**src/rtl/y86_pkg.sv**
```systemverilog
// Shared Y86-64 definitions for the memory stage: icode values, word width,
// the data-memory requester state encoding and the decoded access descriptor.
package y86_pkg;

    localparam int DATA_W = 64;

    localparam logic [3:0] IRMMOVQ = 4'h4;
    localparam logic [3:0] IMRMOVQ = 4'h5;
    localparam logic [3:0] ICALL   = 4'h8;
    localparam logic [3:0] IRET    = 4'h9;
    localparam logic [3:0] IPUSHQ  = 4'hA;
    localparam logic [3:0] IPOPQ   = 4'hB;

    typedef enum logic [2:0] {
        IDLE = 3'd0,
        REQ  = 3'd1,
        WAIT = 3'd2,
        DONE = 3'd3,
        ERR  = 3'd4
    } dmem_state_t;

    typedef enum logic {
        ADDR_VALE = 1'b0,
        ADDR_VALA = 1'b1
    } addr_sel_t;

    typedef enum logic {
        WDATA_VALA = 1'b0,
        WDATA_VALP = 1'b1
    } wdata_sel_t;

    typedef struct packed {
        logic       is_access;
        logic       is_write;
        addr_sel_t  addr_sel;
        wdata_sel_t wdata_sel;
    } access_t;

endpackage

```
**src/rtl/dmem_requester_if.sv**
```systemverilog
// Valid/ready request channel plus read-response channel between the memory
// stage (master) and a multi-cycle data memory (slave).
interface dmem_requester_if #(
    parameter int DATA_W = 64
);
    logic              req_valid;
    logic              req_ready;
    logic              req_write;
    logic [DATA_W-1:0] req_addr;
    logic [DATA_W-1:0] req_wdata;
    logic              rsp_valid;
    logic [DATA_W-1:0] rsp_rdata;

    modport master (
        output req_valid,
        output req_write,
        output req_addr,
        output req_wdata,
        input  req_ready,
        input  rsp_valid,
        input  rsp_rdata
    );

    modport slave (
        input  req_valid,
        input  req_write,
        input  req_addr,
        input  req_wdata,
        output req_ready,
        output rsp_valid,
        output rsp_rdata
    );
endinterface

```
**src/rtl/dmem_access_decode.sv**
```systemverilog
// Combinational icode decode: whether the instruction touches data memory,
// the direction, and which execute-stage values supply address and store data.
module dmem_access_decode
    import y86_pkg::*;
(
    input  logic [3:0] i_icode,
    output access_t    o_access
);

    always_comb begin
        // NOTE: assign a full default first so every icode path drives o_access and no latch is inferred.
        o_access = '{is_access: 1'b0, is_write: 1'b0, addr_sel: ADDR_VALE, wdata_sel: WDATA_VALA};
        case (i_icode)
            IRMMOVQ, IPUSHQ: begin
                o_access.is_access = 1'b1;
                o_access.is_write  = 1'b1;
            end
            ICALL: begin
                o_access.is_access = 1'b1;
                o_access.is_write  = 1'b1;
                o_access.wdata_sel = WDATA_VALP;
            end
            IMRMOVQ: begin
                o_access.is_access = 1'b1;
            end
            IRET, IPOPQ: begin
                o_access.is_access = 1'b1;
                o_access.addr_sel  = ADDR_VALA;
            end
            default: begin
            end
        endcase
    end

endmodule

```
**src/rtl/dmem_requester.sv**
```systemverilog
// Y86-64 memory-stage initiator: issues loads/stores over a valid/ready channel,
// returns valM, stalls upstream while busy. Optional macro: DMEM_TIMEOUT_EN.
module dmem_requester
    import y86_pkg::*;
#(
    parameter int DATA_W    = y86_pkg::DATA_W,
    parameter int MEM_WORDS = 1024
`ifdef DMEM_TIMEOUT_EN
    ,
    parameter int TIMEOUT   = 15
`endif
) (
    input  logic              clk,
    input  logic              rst,
    input  logic              in_valid,
    output logic              in_ready,
    input  logic [3:0]        icode,
    input  logic [DATA_W-1:0] valE,
    input  logic [DATA_W-1:0] valA,
    input  logic [DATA_W-1:0] valP,
    dmem_requester_if.master  mem,
    output logic              out_valid,
    output logic [DATA_W-1:0] valM,
    output logic              dmem_error
);

    dmem_state_t       r_state;
    logic              r_in_ready;
    logic              r_req_valid;
    logic              r_req_write;
    logic [DATA_W-1:0] r_req_addr;
    logic [DATA_W-1:0] r_req_wdata;
    logic              r_out_valid;
    logic [DATA_W-1:0] r_valM;
    logic              r_dmem_error;

    access_t           w_acc;
    logic [DATA_W-1:0] w_addr;
    logic [DATA_W-1:0] w_wdata;
    logic              w_accept;
    logic              w_addr_ok;

    dmem_access_decode u_decode (
        .i_icode  (icode),
        .o_access (w_acc)
    );

    assign w_addr    = (w_acc.addr_sel == ADDR_VALA) ? valA : valE;
    assign w_wdata   = (w_acc.wdata_sel == WDATA_VALP) ? valP : valA;
    assign w_accept  = in_valid && r_in_ready;
    // Unsigned full-width compare: huge addresses must not wrap into range.
    assign w_addr_ok = (w_addr < DATA_W'(MEM_WORDS));

`ifdef DMEM_TIMEOUT_EN
    localparam int TMR_W = $clog2(TIMEOUT + 1);
    logic [TMR_W-1:0] r_timer;
    logic             w_timeout;

    // r_timer holds the number of WAIT cycles already elapsed before this one.
    assign w_timeout = (r_timer == TMR_W'(TIMEOUT - 1));
`endif

    always_ff @(posedge clk) begin
        // NOTE: state registers use non-blocking assignments so every branch sees pre-edge values.
        if (rst) begin
            r_state      <= IDLE;
            r_in_ready   <= 1'b1;
            r_req_valid  <= 1'b0;
            r_req_write  <= 1'b0;
            r_req_addr   <= '0;
            r_req_wdata  <= '0;
            r_out_valid  <= 1'b0;
            r_valM       <= '0;
            r_dmem_error <= 1'b0;
`ifdef DMEM_TIMEOUT_EN
            r_timer      <= '0;
`endif
        end else begin
            r_out_valid <= 1'b0;
            case (r_state)
                IDLE: begin
                    if (w_accept) begin
                        r_in_ready <= 1'b0;
                        if (!w_acc.is_access) begin
                            r_state     <= DONE;
                            r_out_valid <= 1'b1;
                        end else if (!w_addr_ok) begin
                            r_state      <= ERR;
                            r_dmem_error <= 1'b1;
                        end else begin
                            r_state     <= REQ;
                            r_req_valid <= 1'b1;
                            r_req_write <= w_acc.is_write;
                            r_req_addr  <= w_addr;
                            r_req_wdata <= w_wdata;
                        end
                    end
                end
                REQ: begin
                    if (mem.req_ready) begin
                        r_req_valid <= 1'b0;
                        if (r_req_write) begin
                            r_state     <= DONE;
                            r_out_valid <= 1'b1;
                        end else begin
                            r_state <= WAIT;
`ifdef DMEM_TIMEOUT_EN
                            r_timer <= '0;
`endif
                        end
                    end
                end
                WAIT: begin
                    // A response in the final allowed cycle still completes normally.
                    if (mem.rsp_valid) begin
                        r_valM      <= mem.rsp_rdata;
                        r_out_valid <= 1'b1;
                        r_state     <= DONE;
                    end
`ifdef DMEM_TIMEOUT_EN
                    else if (w_timeout) begin
                        r_dmem_error <= 1'b1;
                        r_state      <= ERR;
                    end else begin
                        r_timer <= r_timer + 1'b1;
                    end
`endif
                end
                DONE: begin
                    r_in_ready <= 1'b1;
                    r_state    <= IDLE;
                end
                ERR: begin
                    r_in_ready <= 1'b0;
                end
                default: begin
                    r_state <= ERR;
                end
            endcase
        end
    end

    assign in_ready      = r_in_ready;
    assign mem.req_valid = r_req_valid;
    assign mem.req_write = r_req_write;
    assign mem.req_addr  = r_req_addr;
    assign mem.req_wdata = r_req_wdata;
    assign out_valid     = r_out_valid;
    assign valM          = r_valM;
    assign dmem_error    = r_dmem_error;

endmodule

```
**src/flat_wrapper.sv**
```systemverilog
// flat-port wrapper written by rule: the top's interface ports become plain ports
module dmem_requester_flat import y86_pkg::*;
#(
    parameter int DATA_W    = y86_pkg::DATA_W,
    parameter int MEM_WORDS = 1024

)
  (clk, rst, in_valid, in_ready, icode, valE, valA, valP, out_valid, valM, dmem_error, mem_req_valid, mem_req_write, mem_req_addr, mem_req_wdata, mem_req_ready, mem_rsp_valid, mem_rsp_rdata);
  dmem_requester_if #(.DATA_W(DATA_W)) mem_i ();
  input  logic clk;
  input  logic rst;
  input  logic in_valid;
  output logic in_ready;
  input  logic [3:0] icode;
  input  logic [DATA_W-1:0] valE;
  input  logic [DATA_W-1:0] valA;
  input  logic [DATA_W-1:0] valP;
  output logic out_valid;
  output logic [DATA_W-1:0] valM;
  output logic dmem_error;
  output wire logic [$bits(mem_i.req_valid)-1:0] mem_req_valid;
  output wire logic [$bits(mem_i.req_write)-1:0] mem_req_write;
  output wire logic [$bits(mem_i.req_addr)-1:0] mem_req_addr;
  output wire logic [$bits(mem_i.req_wdata)-1:0] mem_req_wdata;
  input wire logic [$bits(mem_i.req_ready)-1:0] mem_req_ready;
  input wire logic [$bits(mem_i.rsp_valid)-1:0] mem_rsp_valid;
  input wire logic [$bits(mem_i.rsp_rdata)-1:0] mem_rsp_rdata;
  assign mem_req_valid = mem_i.req_valid;
  assign mem_req_write = mem_i.req_write;
  assign mem_req_addr = mem_i.req_addr;
  assign mem_req_wdata = mem_i.req_wdata;
  assign mem_i.req_ready = mem_req_ready;
  assign mem_i.rsp_valid = mem_rsp_valid;
  assign mem_i.rsp_rdata = mem_rsp_rdata;
  dmem_requester #(.DATA_W(DATA_W), .MEM_WORDS(MEM_WORDS)) u_core (.clk(clk), .rst(rst), .in_valid(in_valid), .in_ready(in_ready), .icode(icode), .valE(valE), .valA(valA), .valP(valP), .mem(mem_i), .out_valid(out_valid), .valM(valM), .dmem_error(dmem_error));
endmodule
```
**config.mk**
```make
export PLATFORM = sky130hd
export DESIGN_NAME = dmem_requester_flat
export DESIGN_NICKNAME = d
export VERILOG_FILES = /design/src/rtl/y86_pkg.sv /design/src/rtl/dmem_requester_if.sv /design/src/rtl/dmem_access_decode.sv /design/src/rtl/dmem_requester.sv /design/src/flat_wrapper.sv
export SDC_FILE = /design/constraint.sdc
export NUM_CORES = 1
export LEC_CHECK = 0
export CAP_MARGIN = 25
export CORE_AREA = 4 4 178 180
export CTS_BUF_LIST = sky130_fd_sc_hd__clkbuf_8 sky130_fd_sc_hd__clkbuf_16
export CTS_CLUSTER_SIZE = 30
export DETAILED_ROUTE_END_ITERATION = 7
export DIE_AREA = 0 0 182 184
export HOLD_SLACK_MARGIN = 0.02
export PLACE_DENSITY = 0.64
export SLEW_MARGIN = 0
export SYNTH_ARGS = -nofsm -noshare
export SYNTH_HDL_FRONTEND = slang
export SYNTH_SLANG_ARGS = --single-unit
export TNS_END_PERCENT = 1
```
**constraint.sdc**
```tcl
create_clock -name clk -period 1.98 [get_ports clk]
set_input_delay 0.495 -clock clk [delete_from_list [all_inputs] [get_ports clk]]
set_output_delay 0.495 -clock clk [all_outputs]
set_load 0.02 [all_outputs]
```
After elaboration in Yosys (flattened, before gate mapping)
Index checks and enable logic that the tools add are counted.
{"block": "totals", "register_bits": 200, "in_bits": 265, "output_inout_bits": 197}
{"block": "op_classes", "muxes": 26, "n_reduce_logical": 13, "eq_ne": 15, "bitwise": 2, "magnitude_cmp": 1}
{"cell": "$mux W64", "n": 2}
{"cell": "$lt A64 B11 Y1 const B", "n": 1}
{"cell": "$eq A4 B4 Y1 const B", "n": 4}
{"cell": "$mux W1", "n": 15}
{"cell": "$mux W3", "n": 5}
{"cell": "$pmux W3 S5", "n": 1}
{"cell": "$reduce_and A4 Y1", "n": 3}
{"cell": "$eq A4 B3 Y1 const B", "n": 2}
{"cell": "$eq A3 B2 Y1 const B", "n": 2}
{"cell": "$ne A2 B1 Y1 const B", "n": 3}
{"cell": "$pmux W1 S3", "n": 2}
{"cell": "$reduce_or A6 Y1", "n": 1}
{"cell": "$reduce_and A5 Y1", "n": 1}
{"cell": "$ne A2 B2 Y1 const B", "n": 2}
{"cell": "$reduce_and A2 Y1", "n": 2}
{"cell": "$eq A3 B1 Y1 const B", "n": 1}
{"cell": "$eq A3 B3 Y1 const B", "n": 1}
{"cell": "$logic_not A3 Y1", "n": 1}
{"cell": "$reduce_bool A3 Y1", "n": 1}
{"cell": "$reduce_or A3 Y1", "n": 1}
{"cell": "$not A1 Y1", "n": 2}
{"cell": "$pmux W1 S2", "n": 1}
{"cell": "$reduce_bool A2 Y1", "n": 1}
{"cell": "$reduce_or A2 Y1", "n": 1}
{"cell": "$logic_and A1 B1 Y1", "n": 1}

Depth between registers and ports, before layout
{"block": "logic_depth", "ltp_word": 9, "ltp_mapped": 8, "ltp_nobuf": 6}

Modules after synthesis
A second synthesis with hierarchy kept.
{"block": "hier_totals", "cells_unflattened": 910, "area_unflattened_um2": 8633.3}
{"module": "dmem_requester", "n_inst": 1, "area_per_inst_um2": 8585.7, "cells_each": 902}
{"module": "dmem_access_decode", "n_inst": 1, "area_per_inst_um2": 47.5, "cells_each": 8}

Worst setup path before layout
Ideal clock, no wire load.
{"block": "synth_path", "kind": "in2reg", "start": "input valA[22]", "end": "register u_core.r_req_addr[5] (netlist: u_core.mem.req_addr[5])", "required_ns": 1.864, "path_slack_ns": 0.042, "arrival_ns": 1.822, "cell_stages": 8, "cell_sequence": "nor4_1 nand4_1 nor3_2 o21a_1 nand2_1 buf_4 buf_6 a31o_1"}
{"block": "synth_via", "elab_chain_cells": 3}
{"item": "start, declared", "line": "flat_wrapper.sv:16", "rtl": "input logic [DATA_W-1:0] valA;"}
{"item": "$mux W64", "line": "dmem_requester.sv:48", "rtl": "assign w_addr = (w_acc.addr_sel == ADDR_VALA) ? valA : valE;"}
{"item": "$lt A64 B11 Y1", "line": "dmem_requester.sv:52", "rtl": "assign w_addr_ok = (w_addr < DATA_W'(MEM_WORDS));"}
{"item": "$reduce_and A4 Y1 (no source line)"}
{"item": "end signal, assigned", "line": "dmem_requester.sv:94", "rtl": "r_req_addr <= w_addr;"}
{"item": "end, declared", "line": "dmem_requester.sv:31", "rtl": "logic [DATA_W-1:0] r_req_addr;"}
No other way between the ends.
A chain may end at the register's enable or synchronous reset.

Final worst setup path
{"block": "layout_path", "start": "input valE[23]", "end": "register u_core.r_req_write (netlist: u_core.mem.req_write)"}
{"block": "layout_via", "elab_chain_cells": 3}
{"item": "start, declared", "line": "flat_wrapper.sv:15", "rtl": "input logic [DATA_W-1:0] valE;"}
{"item": "$mux W64", "line": "dmem_requester.sv:48"}
{"item": "$lt A64 B11 Y1", "line": "dmem_requester.sv:52"}
{"item": "$reduce_and A4 Y1 (no source line)"}
{"item": "end signal, assigned", "line": "dmem_requester.sv:93", "rtl": "r_req_write <= w_acc.is_write;"}
{"item": "end, declared", "line": "dmem_requester.sv:30", "rtl": "logic r_req_write;"}
No other way between the ends.

==> flow_metrics.py <==
metrics = {
    "grt": {
        "grt_pass1_wl_um": 51400,
        "grt_use_total_pct": 19.9,
        "overflow": 0,
        "grt_pass1_vias": 8721,
        "grt_max_degree": 65,
        "antenna_found_initial": 2,
    },
    "clock_network": {
        "cts_tree": "built",
        "hold_buffers": 0,
        "cts.sink_count": 200,
        "clock_path_buffers": 2,
        "clkLatencyLatePin_ns": 0.44,
        "cts_buffers": 17,
        "path_clk_slew_ns": 0.07,
        "root_buffer": "clkbuf_16",
        "htreeDepth": 4,
    },
    "floorplan": {
        "core_mm2": 0.0302,
        "die_width_um": 182,
        "start_util_pct": 27.1,
        "die_y_um": 184,
        "design.portCount": 462,
        "die-area_mm2": 0.0335,
        "num_rows": 64,
    },
    "power": {
        "power_density_mw_per_mm2": 611,
        "peakVddDrop_uv": 517,
        "p_leak_nw": 5.52,
    },
    "outcome": {
        "outcome": "finished, violations left",
        "violations": "setup timing",
    },
    "finish": {
        "drive_gt1_share_pct": 18.4,
        "nets": 1613,
        "n_fill_cell": 2826,
        "layout.area.seq_mm2": 0.00400,
        "fin_area_mm2": 0.0149,
        "area_growth_pct": 82.3,
        "multiInputGateArea_mm2": 0.00415,
    },
    "detailed_routing": {
        "vias": 8430,
        "drc": 0,
        "routedWlPerCell_um": 20.0,
        "first_pass_iters": 4,
        "drt_wl_total_um": 35100,
        "drt_iter0_drc": 250,
        "ant_nets": 0,
        "vias_per_cell": 4.80,
    },
    "synth": {
        "synth.cell_area_mm2": 0.00818,
        "synthesis.nets": 1102,
        "synth_cell_types": 39,
        "synthCells": 837,
        "avgSynthCellArea_um2": 9.77,
        "ys_warn_count": 0,
        "synth-seq-cells": 200,
        "synth-seq-area-share_pct": 48.9,
    },
    "critical_path": {
        "endpoint_kind": "flip-flop",
        "path_class": "in2reg",
        "worstSetupStartpointType": "input pin",
        "required_ns": 2.36,
        "cp.arrival_ns": 2.61,
        "crit_fanout": 8,
    },
    "timing": {
        "setup_viol": 132,
        "slew_violations": 0,
        "relSlewSlack_pct": 54.2,
        "timing.hold.ws_ns": 0.454,
        "max_slew.worst_pin.slew_ns": 0.685,
        "clock.fmax_ghz": 0.449,
        "finalCritPeriodShare_pct": 113,
        "hold_viol_final": 0,
        "fin_ws_ns": -0.249,
        "finalCriticalPeriod_ns": 2.23,
        "rsz0062_at_grt": "yes",
        "fin_skew_ns": 0.00965,
    },
    "min_path": {
        "hold_class": "reg2reg",
    },
    "placed_design": {
        "placed_area_mm2": 0.0139,
        "gp_congestion": 0.924,
        "hpwl_um": 27200,
        "io_buffers": 461,
    },
    "run": {
        "drv_cap": 0,
    },
}
## where the power goes
| part | leakage (nW) | internal (W) | switching, W |
|---|---|---|---|
| Sequential | 1.61 | 0.00410 | 0.0000431 |
| Combinational | 3.62 | 0.000821 | 0.000693 |
| Clock | 0.283 | 0.00177 | 0.00168 |
| Total | 5.52 | 0.00669 | 0.00242 |
## path summary, 6_finish.rpt
check                    startpoint                       end  slack (ns)  depth (start not counted)
setup / recovery           valE[23]      u_core.mem.req_write       -0.25                          9
hold / removal      u_core.valM[57]           u_core.valM[57]        0.45                          2
setup reg to reg  u_core.r_state[2]  u_core.mem.req_wdata[10]        0.06                          6
hold reg to reg     u_core.valM[57]           u_core.valM[57]        0.45                          2
## cells by family (layout without fill, tap and decap cells)
family / count (synthesis) / after routing / share of synthesized area (%)
AND/OR/NAND/NOR: 317 / 317 / 23.1
flip-flops: 200 / 200 / 48.9
AO/OA/AOI/OAI: 164 / 165 / 13.8
buffers and inverters: 81 / 604 / 4.99
multiplexers: 75 / 75 / 9.18
other: 0 / 1 / 0
## placed cells by master, fill, tap and decap left out, drive strengths merged, types with 2 or more instances in the layout
| master | synthesis | final |
|---|---|---|
| nand3 | 3 | 3 |
| clkdlybuf4s50 | 0 | 385 |
| clkinv | 0 | 5 |
| a31o | 74 | 74 |
| nand3b | 2 | 2 |
| nor4 | 96 | 96 |
| o21a | 2 | 2 |
| dlygate4sd2 | 0 | 56 |
| or3 | 3 | 3 |
| nand4 | 5 | 5 |
| and2 | 54 | 54 |
| buf | 26 | 108 |
| nor2 | 9 | 9 |
| o21ai | 10 | 11 |
| inv | 5 | 13 |
| dlymetal6s2s | 0 | 12 |
| dfxtp | 200 | 200 |
| nand2 | 133 | 133 |
| nor3 | 8 | 8 |
| clkdlybuf4s15 | 0 | 5 |
| mux2i | 75 | 75 |
| o31ai | 2 | 2 |
| clkbuf | 50 | 18 |
| a21oi | 71 | 71 |
## metal layers
metal | wire length, um | vias to the layer above | GRT usage [%]
met5 | 0 | - | 0
met1 | 12900 | 3937 | 21.3
met3 | 3150 | 62 | 7.54
met4 | 1390 | 0 | 8.47
li1 | - | 4048 | -
met2 | 17700 | 383 | 35.4
## worst max-delay path, cell delays in order
cell and delay (ns):
dlygate4sd2_1 0.25, nor4_2 0.30, nand4_1 0.33, nor2_1 0.20, buf_4 0.15, o21ai_4 0.19, buf_12 0.21, or3_4 0.37
a21oi_2 0.11
## layout make-up
type	instances	share of cell area (%)
Antenna cell	1	0.0168
Timing Repair Buffer	567	38.1
Tap cell	396	3.32
Multi-Input combinational cell	557	27.8
Inverter	5	0.126
Sequential cell	200	26.9
Clock buffer	17	2.85
Clock inverter	15	0.948
## registers in the layout (all words and copies together) (netlist names)
register	count
u_core.valM	64
u_core.out_valid	1
u_core.r_state	3
u_core.mem.req_wdata	64
u_core.mem.req_addr	64
u_core.dmem_error	1
u_core.mem.req_valid	1
u_core.in_ready	1
u_core.mem.req_write	1
## cell usage after synthesis, drive strengths merged
library cell / instances / area (um^2)
a2111oi: 1 / 8.76
a21oi: 71 / 359
a22oi: 1 / 7.51
a31o: 74 / 648
a31oi: 1 / 6.26
and2: 54 / 338
and3: 1 / 6.26
and4: 1 / 8.76
buf: 26 / 201
clkbuf: 50 / 188
dfxtp: 200 / 4000
inv: 5 / 18.8
mux2i: 75 / 751
nand2: 133 / 499
nand3: 3 / 15.0
nand3b: 2 / 15.0
nand4: 5 / 31.3
nor2: 9 / 33.8
nor2b: 1 / 6.26
nor3: 8 / 60.1
nor4: 96 / 845
nor4b: 1 / 8.76
o211ai: 1 / 7.51
o21a: 2 / 15.0
o21ai: 10 / 53.8
o22ai: 1 / 6.26
o31ai: 2 / 15.0
or3: 3 / 23.8
## stage by stage
step	util, %	worst slack, ns	setup TNS (ns)	power [W]	instances
global placement	46.0	-1.38	-169.69	0.00576	1716
finish	49.4	-0.249	-20.69	0.00911	1758
global route	49.4	-0.269	-30.80	0.00950	1758
floorplan	-	0.0423	0	0.00474	837
detailed placement	46.1	-1.12	-141.92	0.00576	1718
CTS	49.1	-0.253	-20.85	0.00924	1757
## timing repair
| action | in CTS | in global routing |
|---|---|---|
| gates cloned | 4 | 0 |
| endpoints found under the hold margin | 0 | 0 |
| setup endpoints to repair | 143 | 141 |
| buffers inserted | 4 | 1 |
| pin swaps | 32 | 12 |
| gates resized for setup | 117 | 34 |
(Power assumes the default switching activity.)
